==> src/rtl/mem_port_arbiter_if.sv <==
// Bundle of requester, response and memory-side signals around mem_port_arbiter.
// master = fetch/LSU requesters plus the RAM; slave = the arbiter itself.
interface mem_port_arbiter_if #(
    parameter int ADDR_W = 32,
    parameter int DATA_W = 32
);
    logic                  if_req;
    logic [ADDR_W-1:0]     if_addr;
    logic                  if_ready;
    logic                  d_req;
    logic                  d_we;
    logic [ADDR_W-1:0]     d_addr;
    logic [DATA_W-1:0]     d_wdata;
    logic [DATA_W/8-1:0]   d_wmask;
    logic                  d_ready;
    logic [DATA_W-1:0]     rdata;
    logic                  err;
    logic                  busy;
    logic                  mem_req;
    logic                  mem_we;
    logic [ADDR_W-1:0]     mem_addr;
    logic [DATA_W-1:0]     mem_wdata;
    logic [DATA_W/8-1:0]   mem_wmask;
    logic                  mem_ack;
    logic [DATA_W-1:0]     mem_rdata;

    modport master (
        output if_req, if_addr, d_req, d_we, d_addr, d_wdata, d_wmask, mem_ack, mem_rdata,
        input  if_ready, d_ready, rdata, err, busy, mem_req, mem_we, mem_addr, mem_wdata, mem_wmask
    );

    modport slave (
        input  if_req, if_addr, d_req, d_we, d_addr, d_wdata, d_wmask, mem_ack, mem_rdata,
        output if_ready, d_ready, rdata, err, busy, mem_req, mem_we, mem_addr, mem_wdata, mem_wmask
    );
endinterface

==> src/rtl/mem_port_arbiter.sv <==
// Shares one single-port RAM between instruction fetch and load/store: data wins ties,
// a starvation counter forces a fetch, and a watchdog aborts accesses the RAM never acks.
module mem_port_arbiter #(
    parameter int ADDR_W       = 32,
    parameter int DATA_W       = 32,
    parameter int STARVE_LIMIT = 4,
    parameter int TIMEOUT      = 255
) (
    input  logic              clock,
    input  logic              reset,
    mem_port_arbiter_if.slave bus
);
    localparam int MASK_W   = DATA_W / 8;
    localparam int STARVE_W = $clog2(STARVE_LIMIT + 1);
    localparam int TO_W     = $clog2(TIMEOUT + 1);
    localparam logic [STARVE_W-1:0] STARVE_MAX = STARVE_W'(STARVE_LIMIT);
    localparam logic [TO_W-1:0]     TO_LAST    = TO_W'(TIMEOUT - 1);

    typedef enum logic [1:0] {
        IDLE = 2'd0,
        BUSY = 2'd1,
        RESP = 2'd2
    } state_t;

    state_t              state_r, state_s;
    logic                owner_r, owner_s;          // 1 = data access, 0 = fetch
    logic [STARVE_W-1:0] starve_r, starve_s;
    logic [TO_W-1:0]     to_cnt_r, to_cnt_s;

    logic                if_ready_r, if_ready_s;
    logic                d_ready_r, d_ready_s;
    logic [DATA_W-1:0]   rdata_r, rdata_s;
    logic                err_r, err_s;
    logic                busy_r, busy_s;
    logic                mem_req_r, mem_req_s;
    logic                mem_we_r, mem_we_s;
    logic [ADDR_W-1:0]   mem_addr_r, mem_addr_s;
    logic [DATA_W-1:0]   mem_wdata_r, mem_wdata_s;
    logic [MASK_W-1:0]   mem_wmask_r, mem_wmask_s;

    logic                fetch_win_s;

    // Fetch wins when it is alone or when data has already beaten it STARVE_LIMIT times.
    assign fetch_win_s = bus.if_req && (!bus.d_req || (starve_r == STARVE_MAX));

    // State register.
    always_ff @(posedge clock) begin
        if (reset) begin
            state_r <= IDLE;
        end else begin
            state_r <= state_s;
        end
    end

    // Next-state and next-output logic; ready/err/rdata default low so they pulse for one cycle.
    always_comb begin
        state_s     = state_r;
        owner_s     = owner_r;
        starve_s    = starve_r;
        to_cnt_s    = to_cnt_r;
        mem_req_s   = mem_req_r;
        mem_we_s    = mem_we_r;
        mem_addr_s  = mem_addr_r;
        mem_wdata_s = mem_wdata_r;
        mem_wmask_s = mem_wmask_r;
        busy_s      = busy_r;
        if_ready_s  = 1'b0;
        d_ready_s   = 1'b0;
        rdata_s     = '0;
        err_s       = 1'b0;
        case (state_r)
            IDLE: begin
                if (fetch_win_s) begin
                    state_s     = BUSY;
                    owner_s     = 1'b0;
                    starve_s    = '0;
                    to_cnt_s    = '0;
                    mem_req_s   = 1'b1;
                    mem_we_s    = 1'b0;
                    mem_addr_s  = bus.if_addr;
                    mem_wdata_s = '0;
                    mem_wmask_s = '0;
                    busy_s      = 1'b1;
                end else if (bus.d_req) begin
                    state_s     = BUSY;
                    owner_s     = 1'b1;
                    to_cnt_s    = '0;
                    mem_req_s   = 1'b1;
                    mem_we_s    = bus.d_we;
                    mem_addr_s  = bus.d_addr;
                    mem_wdata_s = bus.d_wdata;
                    mem_wmask_s = bus.d_we ? bus.d_wmask : '0;
                    busy_s      = 1'b1;
                    if (bus.if_req && (starve_r != STARVE_MAX)) begin
                        starve_s = starve_r + STARVE_W'(1);
                    end else begin
                        starve_s = starve_r;
                    end
                end else begin
                    state_s = IDLE;
                    busy_s  = 1'b0;
                end
            end
            BUSY: begin
                // An ack arriving on the last allowed cycle still completes the access cleanly.
                if (bus.mem_ack) begin
                    state_s    = RESP;
                    mem_req_s  = 1'b0;
                    to_cnt_s   = '0;
                    if_ready_s = !owner_r;
                    d_ready_s  = owner_r;
                    rdata_s    = mem_we_r ? '0 : bus.mem_rdata;
                end else if (to_cnt_r == TO_LAST) begin
                    state_s    = RESP;
                    mem_req_s  = 1'b0;
                    to_cnt_s   = '0;
                    if_ready_s = !owner_r;
                    d_ready_s  = owner_r;
                    err_s      = 1'b1;
                end else begin
                    to_cnt_s = to_cnt_r + TO_W'(1);
                end
            end
            RESP: begin
                state_s = IDLE;
                busy_s  = 1'b0;
            end
            default: begin
                state_s   = IDLE;
                mem_req_s = 1'b0;
                busy_s    = 1'b0;
            end
        endcase
    end

    // Registered outputs and bookkeeping counters.
    always_ff @(posedge clock) begin
        if (reset) begin
            owner_r     <= 1'b0;
            starve_r    <= '0;
            to_cnt_r    <= '0;
            if_ready_r  <= 1'b0;
            d_ready_r   <= 1'b0;
            rdata_r     <= '0;
            err_r       <= 1'b0;
            busy_r      <= 1'b0;
            mem_req_r   <= 1'b0;
            mem_we_r    <= 1'b0;
            mem_addr_r  <= '0;
            mem_wdata_r <= '0;
            mem_wmask_r <= '0;
        end else begin
            owner_r     <= owner_s;
            starve_r    <= starve_s;
            to_cnt_r    <= to_cnt_s;
            if_ready_r  <= if_ready_s;
            d_ready_r   <= d_ready_s;
            rdata_r     <= rdata_s;
            err_r       <= err_s;
            busy_r      <= busy_s;
            mem_req_r   <= mem_req_s;
            mem_we_r    <= mem_we_s;
            mem_addr_r  <= mem_addr_s;
            mem_wdata_r <= mem_wdata_s;
            mem_wmask_r <= mem_wmask_s;
        end
    end

    assign bus.if_ready  = if_ready_r;
    assign bus.d_ready   = d_ready_r;
    assign bus.rdata     = rdata_r;
    assign bus.err       = err_r;
    assign bus.busy      = busy_r;
    assign bus.mem_req   = mem_req_r;
    assign bus.mem_we    = mem_we_r;
    assign bus.mem_addr  = mem_addr_r;
    assign bus.mem_wdata = mem_wdata_r;
    assign bus.mem_wmask = mem_wmask_r;
endmodule

==> src/flat_wrapper.sv <==
// flat-port wrapper written by rule: the top's interface ports become plain ports
module mem_port_arbiter_flat 
#(
    parameter int ADDR_W       = 32,
    parameter int DATA_W       = 32,
    parameter int STARVE_LIMIT = 4,
    parameter int TIMEOUT      = 255
)
  (clock, reset, bus_if_req, bus_if_addr, bus_d_req, bus_d_we, bus_d_addr, bus_d_wdata, bus_d_wmask, bus_mem_ack, bus_mem_rdata, bus_if_ready, bus_d_ready, bus_rdata, bus_err, bus_busy, bus_mem_req, bus_mem_we, bus_mem_addr, bus_mem_wdata, bus_mem_wmask);
  mem_port_arbiter_if #(.ADDR_W(ADDR_W), .DATA_W(DATA_W)) bus_i ();
  input  logic clock;
  input  logic reset;
  input wire logic [$bits(bus_i.if_req)-1:0] bus_if_req;
  input wire logic [$bits(bus_i.if_addr)-1:0] bus_if_addr;
  input wire logic [$bits(bus_i.d_req)-1:0] bus_d_req;
  input wire logic [$bits(bus_i.d_we)-1:0] bus_d_we;
  input wire logic [$bits(bus_i.d_addr)-1:0] bus_d_addr;
  input wire logic [$bits(bus_i.d_wdata)-1:0] bus_d_wdata;
  input wire logic [$bits(bus_i.d_wmask)-1:0] bus_d_wmask;
  input wire logic [$bits(bus_i.mem_ack)-1:0] bus_mem_ack;
  input wire logic [$bits(bus_i.mem_rdata)-1:0] bus_mem_rdata;
  output wire logic [$bits(bus_i.if_ready)-1:0] bus_if_ready;
  output wire logic [$bits(bus_i.d_ready)-1:0] bus_d_ready;
  output wire logic [$bits(bus_i.rdata)-1:0] bus_rdata;
  output wire logic [$bits(bus_i.err)-1:0] bus_err;
  output wire logic [$bits(bus_i.busy)-1:0] bus_busy;
  output wire logic [$bits(bus_i.mem_req)-1:0] bus_mem_req;
  output wire logic [$bits(bus_i.mem_we)-1:0] bus_mem_we;
  output wire logic [$bits(bus_i.mem_addr)-1:0] bus_mem_addr;
  output wire logic [$bits(bus_i.mem_wdata)-1:0] bus_mem_wdata;
  output wire logic [$bits(bus_i.mem_wmask)-1:0] bus_mem_wmask;
  assign bus_i.if_req = bus_if_req;
  assign bus_i.if_addr = bus_if_addr;
  assign bus_i.d_req = bus_d_req;
  assign bus_i.d_we = bus_d_we;
  assign bus_i.d_addr = bus_d_addr;
  assign bus_i.d_wdata = bus_d_wdata;
  assign bus_i.d_wmask = bus_d_wmask;
  assign bus_i.mem_ack = bus_mem_ack;
  assign bus_i.mem_rdata = bus_mem_rdata;
  assign bus_if_ready = bus_i.if_ready;
  assign bus_d_ready = bus_i.d_ready;
  assign bus_rdata = bus_i.rdata;
  assign bus_err = bus_i.err;
  assign bus_busy = bus_i.busy;
  assign bus_mem_req = bus_i.mem_req;
  assign bus_mem_we = bus_i.mem_we;
  assign bus_mem_addr = bus_i.mem_addr;
  assign bus_mem_wdata = bus_i.mem_wdata;
  assign bus_mem_wmask = bus_i.mem_wmask;
  mem_port_arbiter #(.ADDR_W(ADDR_W), .DATA_W(DATA_W), .STARVE_LIMIT(STARVE_LIMIT), .TIMEOUT(TIMEOUT)) u_core (.clock(clock), .reset(reset), .bus(bus_i));
endmodule
==> config.mk <==
export PLATFORM = sky130hd
export DESIGN_NAME = mem_port_arbiter_flat
export DESIGN_NICKNAME = d
export VERILOG_FILES = /design/src/rtl/mem_port_arbiter_if.sv /design/src/rtl/mem_port_arbiter.sv /design/src/flat_wrapper.sv
export SDC_FILE = /design/constraint.sdc
export NUM_CORES = 1
export LEC_CHECK = 0
export CAP_MARGIN = 10
export CORE_ASPECT_RATIO = 2
export CORE_UTILIZATION = 42
export CTS_BUF_LIST = sky130_fd_sc_hd__clkbuf_8
export CTS_CLUSTER_SIZE = 12
export DETAILED_ROUTE_END_ITERATION = 7
export GPL_TIMING_DRIVEN = 0
export PLACE_DENSITY = 0.83
export SLEW_MARGIN = 20
export SYNTH_ARGS = -nofsm -noshare
export SYNTH_HDL_FRONTEND = slang
export SYNTH_SLANG_ARGS = --single-unit
==> constraint.sdc <==
create_clock -name clock -period 2 [get_ports clock]
set_input_delay 0.3 -clock clock [delete_from_list [all_inputs] [get_ports clock]]
set_output_delay 0.3 -clock clock [all_outputs]
set_load 0.01 [all_outputs]
Yosys cells after proc, flatten, opt, wreduce, memory -nomap -nowiden

Index checks and enable logic that the tools add are counted.

$add $sub $neg: 2
Equality and inequality tests: 7
Muxes and demuxes: 36
Bitwise logic cells: 3
Reduce and logical (&&, ||, !) cells: 16

Operators with widths:

| cell                                                                   | number |
|---|---|
| 32-bit 2-to-1 mux                                                      | 4 |
| 8-bit 2-to-1 mux                                                       | 4 |
| 8-bit case mux with 2 select lines                                     | 1 |
| 1-bit 2-to-1 mux                                                       | 15 |
| 4-bit 2-to-1 mux                                                       | 3 |
| 3-bit 2-to-1 mux                                                       | 3 |
| 8-bit by 1-bit adder with 8-bit output (second input constant)         | 1 |
| 8-bit equality test (second input constant)                            | 1 |
| 2-bit 2-to-1 mux                                                       | 3 |
| 3-bit by 2-bit != test with 1-bit output (second input constant)       | 2 |
| 3-bit AND reduction                                                    | 2 |
| 2-bit nonzero test                                                     | 3 |
| 2-bit case mux with 2 select lines                                     | 1 |
| 2-bit AND reduction                                                    | 2 |
| 4-bit OR reduction                                                     | 1 |
| 3-bit by 1-bit adder with 3-bit output (second input constant)         | 1 |
| 3-bit equality test (second input constant)                            | 1 |
| 3-bit != test (second input constant)                                  | 1 |
| 1-bit NOT                                                              | 3 |
| 1-bit case mux with 3 select lines                                     | 1 |
| 3-bit OR reduction                                                     | 1 |
| 2-bit by 1-bit equality test with 1-bit output (second input constant) | 1 |
| 2-bit equality test (second input constant)                            | 1 |
| 1-bit logical AND                                                      | 2 |
| 5 further kinds                                                        | 6 |

Flip-flop bits (word level): 120
Input bits: 138
Output and inout bits: 106
Word-level logic and storage cells: 78

Depth between registers and ports, before layout

Gate-level depths: netlist (run 1).

Depth in word-level cells: 5
Gate-level depth with buffers: 8

Worst setup path before layout (run 1)

OpenSTA, ideal clock, no wires.

Kind: register to register
Start point: register u_core.starve_r[0]
End point: register u_core.mem_addr_r[6], in the netlist u_core.bus.mem_addr[6]
Data arrival time: 1425 ps
Setup slack: 428 ps
Stages on the path, launching flop included: 9
Buffers on the path: 2
Cell sequence: dfxtp_1 inv_1 ha_1 a21bo_2 and2_1 buf_4 buf_4 nand2_1 a311oi_2

Word-level cells in the longest chain between the ends: 5
Elaborated cells between the ends (all ways): 6

RTL lines:

| element                              | line                    | RTL |
|---|---|---|
| start: declaration                   | mem_port_arbiter.sv:27  | `logic [STARVE_W-1:0] starve_r, starve_s;` |
| start signal: assignment             | mem_port_arbiter.sv:154 | `starve_r <= starve_s;` |
| 3-bit equality test *                | mem_port_arbiter.sv:44  | `assign fetch_win_s = bus.if_req && (!bus.d_req \|\| (starve_r == STARVE_MAX));` |
| 1-bit logical OR *                   | mem_port_arbiter.sv:44  |  |
| 1-bit logical AND *                  | mem_port_arbiter.sv:44  |  |
| 2-bit nonzero test (no source line)  | n/a                     |  |
| 2-bit AND reduction (no source line) | n/a                     |  |
| end signal: assignment               | mem_port_arbiter.sv:163 | `mem_addr_r <= mem_addr_s;` |
| end: declaration                     | mem_port_arbiter.sv:37  | `logic [ADDR_W-1:0] mem_addr_r, mem_addr_s;` |

Mark *: on every way between the ends. The rest lies on a longest branch, timed or not.
A chain may end at the register's enable or synchronous reset.

Final worst setup path (run 1)

Start point: register u_core.starve_r[0]
End point: register u_core.mem_addr_r[11], in the netlist u_core.bus.mem_addr[11]

Same word-level chain as after synthesis.

==> metrics.md, run 1 <==
| Metric | Value |
|---|---|
| Worst setup EP type | register |
| DP HPWL | around 12000 um |
| Clock net sink count | 120 |
| Reg2Reg Depth | 7 |
| # rows | 55 |
| CTS Root Cell | clkbuf_8 |
| R2R Setup Slk | 0.13 ns |
| Die area | between 0.01 and 0.015 mm^2 |
| Register Area | between 0.002 and 0.0025 mm^2 |
| Syn Area/Cell | 9.43 um^2 |
| Yosys top cell area share | 49.2% |
| Critical path class | register to register |
| Leakage | 3.03 nW |
| Final WS setup | 0.130 ns |
| Post-synth EDFFs | 0 |
| DRT antenna net count | 0 |
| Cells after synthesis | 518 |
| CTS tree | yes |
| Post CTS Setup Buffer Count | 0 |
| Worst slew pin tran | roughly 0.75 ns |
| Inserted Clock Buffers | 17 |
| DR vias/cell | 5.16 |
| Ys Warns | 0 |
| Final Max Slew Viols | 0 |
| Hold_sp | bus_mem_rdata[4] |
| Initial antenna violation count | 0 |
| First-pass GRT wire length | 24700 um |
| Worst Hold Class | input port to register |
| Slowest-stage cell, CP | dfxtp_1 |
| # IOs | 244 |
| Port Buf Inserts | approximately 240 |
| #FFs+latches synth | 120 |
| Footprint of the multi-input gates | 0.00220 mm^2 |
| Async SR Flop Fraction | 0% |
| Ant diodes | 0 |
| CP Max Fanout | 10 |
| Fin Clk Skew | 0.0114 ns |
| Slew headroom | approximately half |
| Post-synth top area cell | dfxtp_1 |
| WHS Endpoint | u_core.bus.rdata[4] |
| Endpoints failing setup | 0 |
| Remaining global-route overflow | 0 |
| Global-route usage over all layers | between 20% and 30% |
| Final hold vios | 0 |
| Hold Path Depth | 2 |
| Die Width | about 78 um |
| Slowest Stage Delay on Critical Path | 0.39 ns |
| Max IR drop VDD | about 0.57 mV |
| GPL Wtd Cong | 0.833 |
| Area grow syn2layout | 60.8% |
| Initial Util | 43.3% |
| R2r endpoint | u_core.bus.mem_addr[11] |
| Clk_lat worst skew | 0.43 ns |
| Crit path buf inv count | 2 |
| Main area contributors after synthesis | dfxtp_1, a311oi_2, nand2_1 |
| Max-cap violations | 0 |
| CTS HTree Levels | 4 |
| Post-cts resize count | 0 |
| Fmax | 0.535 GHz |
| Status | completed |
| Layout Utilization | roughly 70% |
| Placement Setup Slack | -0.163 ns |
| RSZ-0062 raised after global routing | no |
| Layout cell share with drive strength beyond 1 | between 10% and 20% |
| Die Y | 154 um |
| CP cell instances | inv_1, ha_1, a21bo_2, nand2_2, buf_2, nand2_1, a311oi_2 |
| Sequential fraction of the synthesis area | 49.2% |
| CTS Buffer Depth | 2 |
| Iter 0 DRT Violations | 191 |
| Drt total wl | 15800 um |
| Crit path max-delay family | compound AO/OA/AOI/OAI gates |
| Synth cell types | 41 |
| Cell area power density | roughly 790 mW/mm^2 |
| Startpoint Class | register |
| Synthesized area | 0.00488 mm^2 |
| Largest net degree at the start of global routing | 17 |
| Power consumption | 0.00617 W |
| Filler Cells Inserted | about 900 |
| Post-layout minimum cycle time | 1.87 ns |
| Worst Path Required | 2.33 ns |
| Hold buffer count at CTS | 0 |
| Post-route DRC | 0 |
| Vias in the first global route | 5044 |
| Initial DRT Pass Iterations | 4 |
| Reg clk slew, reported paths | around 0.070 ns |
| Fin crit share | between 90% and 100% |
| Nets | 921 |
| Arr. time, crit path | 2.20 ns |
| Routed WL per cell | 16.9 um |
| Core Footprint | approximately 0.011 mm^2 |
| Vias | roughly 4.8k |
| Top_reg_cell synth | dfxtp_1 |
| Syn nets | 660 |
| Worst R2R Start | u_core.starve_r[0] |
## synthesized netlist by cell type (2+ instances only)
| cell | number |
|---|---|
| a211oi_2 | 2 |
| a21oi_1 | 9 |
| a21oi_2 | 2 |
| a2bb2oi_1 | 32 |
| a311oi_2 | 32 |
| and2_1 | 34 |
| and3_1 | 2 |
| buf_1 | 2 |
| buf_2 | 10 |
| buf_4 | 5 |
| buf_6 | 8 |
| clkbuf_1 | 17 |
| dfxtp_1 | 120 |
| ha_1 | 4 |
| inv_1 | 4 |
| nand2_1 | 79 |
| nand3_1 | 37 |
| nand4_1 | 5 |
| nor2_1 | 68 |
| nor2_2 | 11 |
| nor3_1 | 6 |
| o21ai_0 | 6 |
| xnor2_1 | 5 |
## where the power goes
part | internal (W) | switching (W) | leakage, nW | total (W)
Clock | 0.00104 | 0.000991 | 0.190 | 0.00203
Sequential | 0.00256 | 0.0000977 | 0.983 | 0.00266
Combinational | 0.000816 | 0.000664 | 1.85 | 0.00148
Total | 0.00441 | 0.00175 | 3.03 | 0.00617
## layout make-up
| cell class | count | area share, % |
|---|---|---|
| well taps | 142 | 2.26 |
| repair buffers | 242 | 30.9 |
| plain buffers | 43 | 3.36 |
| inverters | 5 | 0.239 |
| clock inverters | 13 | 1.35 |
| clock buffers | 19 | 3.33 |
| multi-input cells | 350 | 28.0 |
| flip-flops and latches | 120 | 30.6 |
## placed cells by master, fill, tap and decap left out, types with 2 or more instances in the layout
| cell | synthesis | routed |
|---|---|---|
| buf_1 | 2 | 2 |
| xnor2_1 | 5 | 5 |
| buf_2 | 10 | 10 |
| nand3_1 | 37 | 37 |
| ha_1 | 4 | 4 |
| nor2_2 | 11 | 11 |
| nand4_1 | 5 | 5 |
| clkinv_4 | 0 | 2 |
| o21ai_0 | 6 | 6 |
| clkinvlp_4 | 0 | 3 |
| a2bb2oi_1 | 32 | 32 |
| clkdlybuf4s50_1 | 0 | 242 |
| and3_1 | 2 | 2 |
| buf_6 | 8 | 8 |
| clkbuf_8 | 0 | 19 |
| inv_1 | 4 | 6 |
| dfxtp_1 | 120 | 120 |
| a211oi_2 | 2 | 2 |
| a21oi_2 | 2 | 2 |
| a311oi_2 | 32 | 32 |
| a21oi_1 | 9 | 9 |
| clkbuf_1 | 17 | 17 |
| and2_1 | 34 | 34 |
| nor3_1 | 6 | 6 |
| clkinv_2 | 0 | 4 |
| buf_4 | 5 | 5 |
| nand2_1 | 79 | 79 |
| nor2_1 | 68 | 68 |
## sequential cells by signal, summed over array words and instances (netlist names)
signal,flops
u_core.bus.mem_req,1
u_core.state_r,2
u_core.bus.if_ready,1
u_core.bus.busy,1
u_core.bus.rdata,32
u_core.bus.mem_wmask,4
u_core.owner_r,1
u_core.bus.err,1
u_core.bus.mem_we,1
u_core.bus.d_ready,1
u_core.bus.mem_addr,32
u_core.to_cnt_r,8
u_core.starve_r,3
u_core.bus.mem_wdata,32
## how the worst max path moves through the flow
stage,startpoint,endpoint,slack [ns],depth (start not counted)
6_report,u_core.starve_r[0],u_core.bus.mem_addr[11],0.13,7
5_1_grt,u_core.starve_r[0],u_core.bus.mem_addr[13],0.001,7
4_1_cts,u_core.starve_r[0],u_core.bus.mem_addr[23],0.11,7
3_5_place_dp,bus_d_req,u_core.bus.mem_addr[11],-0.16,6
3_3_place_gp,bus_d_req,u_core.bus.mem_addr[10],-0.12,6
2_1_floorplan,u_core.starve_r[0],u_core.bus.mem_addr[6],0.43,8
## routing by layer
metal / GRT usage, % / wire, um / up-vias
met1: 23.5 / 5260 / 2220
met5: 0 / 0 / -
met3: 8.73 / 1300 / 49
li1: - / - / 2306
met2: 50.5 / 8460 / 244
met4: 15.6 / 742 / 0
## cell families (layout without fill, tap and decap cells)
kind of cell | Yosys count | count (layout) | synth area share (%)
simple gates | 255 | 255 | 24.6
flops | 120 | 120 | 49.2
compound gates | 86 | 86 | 18.5
buf+inv | 48 | 322 | 5.79
xor+xnor | 5 | 5 | 0.897
fa+ha+maj | 4 | 4 | 1.03
## metrics by stage
step / TNS [ns] / hold slack (ns) / instance area (um^2) / std cells
after floorplan: 0 / 0.417 / 4880 / 518
after global placement: -1.57 / 0.441 / 7480 / 902
after detailed placement: -3.55 / 0.461 / 7480 / 902
after CTS: 0 / 0.405 / 7850 / 934
after global routing: 0 / 0.409 / 7850 / 934
final: 0 / 0.426 / 7850 / 934
Note: power is estimated with default switching activity, not from simulation.
==> run 2: changes to the inputs <==
Settings changed: CTS_BUF_LIST sky130_fd_sc_hd__clkbuf_8 to sky130_fd_sc_hd__clkbuf_4 sky130_fd_sc_hd__clkbuf_8, GPL_TIMING_DRIVEN 0 to not set, REMOVE_ABC_BUFFERS set to 1.
==> run 2 against run 1 <==
Effect of this change: die area stayed put; register-to-register slack better by 0.16 ns; combinational power is 3% lower; critical path type unchanged; highest routed layer unchanged.
==> metrics.md, run 2 (synthesis gave the netlist of run 1 again) <==
| Metric | Value |
|---|---|
| Slew headroom | 69.6% (was 50.2%) |
| Die Width | 78.2 um (unchanged) |
| Layout cell share with drive strength beyond 1 | 13.1% (was 13.6%) |
| Final hold vios | 0 (unchanged) |
| R2R Setup Slk | 0.29 ns (was 0.13 ns) |
| Power consumption | 0.00613 W (was 0.00617 W) |
| Slowest-stage cell, CP | dfxtp_1 (unchanged) |
| WHS Endpoint | u_core.bus.busy (was u_core.bus.rdata[4]) |
| Fin Setup TNS | 0 ns (unchanged) |
| Max IR drop VDD | 0.555 mV (was 0.565 mV) |
| Hold Path Depth | 2 (unchanged) |
| DRT antenna net count | 0 (unchanged) |
| Endpoints failing setup | 0 (unchanged) |
| Port Buf Inserts | 243 (was 242) |
| Cell area power density | 787 mW/mm^2 (was 786 mW/mm^2) |
| Hold_sp | reset (was bus_mem_rdata[4]) |
| First-pass GRT wire length | 23200 um (was 24700 um) |
| Worst Hold Class | input port to register (unchanged) |
| Final Max Slew Viols | 0 (unchanged) |
| Slowest Stage Delay on Critical Path | 0.39 ns (about the same) |
| Worst R2R Start | u_core.starve_r[0] (unchanged) |
| Post-cts resize count | 0 (unchanged) |
| Largest net degree at the start of global routing | 76 (was 17) |
| Critical path depth | 7 (unchanged) |
| Worst setup EP type | register (unchanged) |
| Crit path buf inv count | 2 (unchanged) |
| Clk_lat worst skew | 0.42 ns (was 0.43 ns) |
| # IOs | 244 (unchanged) |
| Worst Path Required | 2.29 ns (was 2.33 ns) |
| Global-route usage over all layers | 25.1% (was 26.6%) |
| Worst slew pin tran | 0.457 ns (was 0.747 ns) |
| Commonest non-fill, non-tap cell in the layout | clkdlybuf4s50_1 (unchanged) |
| DP HPWL | 11300 um (was 12300 um) |
| Final WS setup | 0.291 ns (was 0.130 ns) |
| Critical path class | register to register (unchanged) |
| Initial Util | 43.3% (unchanged) |
| Placement Setup Slack | 0.0977 ns (was -0.163 ns) |
| Vias | 4727 (was 4819) |
| Die Y | 154 um (unchanged) |
| Initial DRT Pass Iterations | 4 (unchanged) |
| Fin crit share | 85.5% (was 93.5%) |
| Fin Clk Skew | 0.0128 ns (was 0.0114 ns) |
| # rows | 55 (unchanged) |
| Area grow syn2layout | 59.6% (was 60.8%) |
| Inserted Clock Buffers | 17 (unchanged) |
| Reg clk slew, reported paths | 0.07 ns (about the same) |
| Status | completed (unchanged) |
| Post CTS Setup Buffer Count | 0 (unchanged) |
| Core Footprint | 0.0113 mm^2 (unchanged) |
| Max-cap violations | 0 (unchanged) |
| DR vias/cell | 5.22 (was 5.16) |
| Iter 0 DRT Violations | 172 (was 191) |
| CP Max Fanout | 40 (was 10) |
| Commonest non-fill, non-tap cells in the layout | clkdlybuf4s50_1, dfxtp_1, nand2_1 (unchanged) |
| Worst hold margin | 0.151 ns (was 0.426 ns) |
| Reg2Reg Depth | 7 (unchanged) |
| Post-route DRC | 0 (unchanged) |
| Hold buffer count at CTS | 0 (unchanged) |
| Initial antenna violation count | 1 (was 0) |
| Drt total wl | 14900 um (was 15800 um) |
| R2r endpoint | u_core.bus.mem_addr[26] (was u_core.bus.mem_addr[11]) |
| Crit path max-delay family | flip-flops (was compound AO/OA/AOI/OAI gates) |
| Non-filler cells, final | 905 (was 934) |
| Die area | 0.0121 mm^2 (unchanged) |
| Fmax | 0.585 GHz (was 0.535 GHz) |
| Placed Instances | 874 (was 902) |
| Worst setup path startpoint | u_core.starve_r[0] (unchanged) |
| Startpoint Class | register (unchanged) |
| Leakage | 2.99 nW (was 3.03 nW) |
| Remaining global-route overflow | 0 (unchanged) |
| CTS tree | yes (unchanged) |
| Routed WL per cell | 16.5 um (was 16.9 um) |
| Vias in the first global route | 4923 (was 5044) |
| CP cell instances | inv_1, ha_1, a21bo_2, and2_2, buf_12, nand2_1, a311oi_2 (was inv_1, ha_1, a21bo_2, nand2_2, buf_2, nand2_1, a311oi_2) |
| GPL Wtd Cong | 0.853 (was 0.833) |
| Nets | 893 (was 921) |
| Arr. time, crit path | 2.00 ns (was 2.20 ns) |
| Clock net sink count | 120 (unchanged) |
| CTS Buffer Depth | 2 (unchanged) |
| Post-layout minimum cycle time | 1.71 ns (was 1.87 ns) |
| CTS Root Cell | clkbuf_8 (unchanged) |
| CTS HTree Levels | 4 (unchanged) |
| RSZ-0062 raised after global routing | no (unchanged) |
-- run 2: changes by cell type in the layout (fill, tap and decap cells not counted), sizes merged --
cell	previous run	this run
clkbuf	36	22
buf	26	15
inv	8	5
clkinv	6	4
diode	0	1
-- run 2: how the worst max path moves through the flow --
stage / slack [ns] / endpoint
2_1_floorplan: -0.33 / u_core.bus.mem_addr[0]
3_3_place_gp: 0.11 / u_core.bus.mem_addr[26]
3_5_place_dp: 0.1 / u_core.bus.mem_addr[26]
4_1_cts: 0.30 / bus_mem_we
5_1_grt: 0.24 / u_core.bus.mem_addr[9]
6_report: 0.29 / u_core.bus.mem_addr[26]
-- run 2: area by class of cell --
class	instances	area (um^2)
clock inverters	8	72.6
clock buffers	22	297
multi-input cells	350	2200
diodes	1	2.50
flip-flops and latches	120	2400
inverters	5	18.8
well taps	142	178
repair buffers	257	2620
fillers	871	3490
-- run 2: worst reg2reg max path, cell delays in order (launching register included) --
cell	delay (ns)
dfxtp_1	0.39
inv_1	0.07
ha_1	0.20
a21bo_2	0.25
and2_2	0.25
buf_12	0.18
nand2_1	0.15
a311oi_2	0.10
-- run 2: layer usage --
metal	vias to the layer above	part of all wire [%]	global-route usage [%]
li1	2244	-	-
met4	0	5.7	17.0
met1	2211	34	23.4
met3	54	5.6	6.73
met5	-	0	0
met2	218	55	46.2
-- run 2: metrics by stage --
| stage | util, % | instance area [um^2] |
|---|---|---|
| after floorplan | - | 4620 |
| after global placement | 65.7 | 7420 |
| after detailed placement | 65.7 | 7420 |
| after CTS | 69.0 | 7790 |
| after global routing | 69.0 | 7790 |
| final | 69.0 | 7790 |
-- run 2: power breakdown --
group	total, W	internal, W	leakage (nW)	switching [W]
clock	0.00202	0.00110	0.186	0.000920
combinational	0.00144	0.000801	1.82	0.000637
sequential	0.00267	0.00256	0.983	0.000105
total	0.00613	0.00447	2.99	0.00166
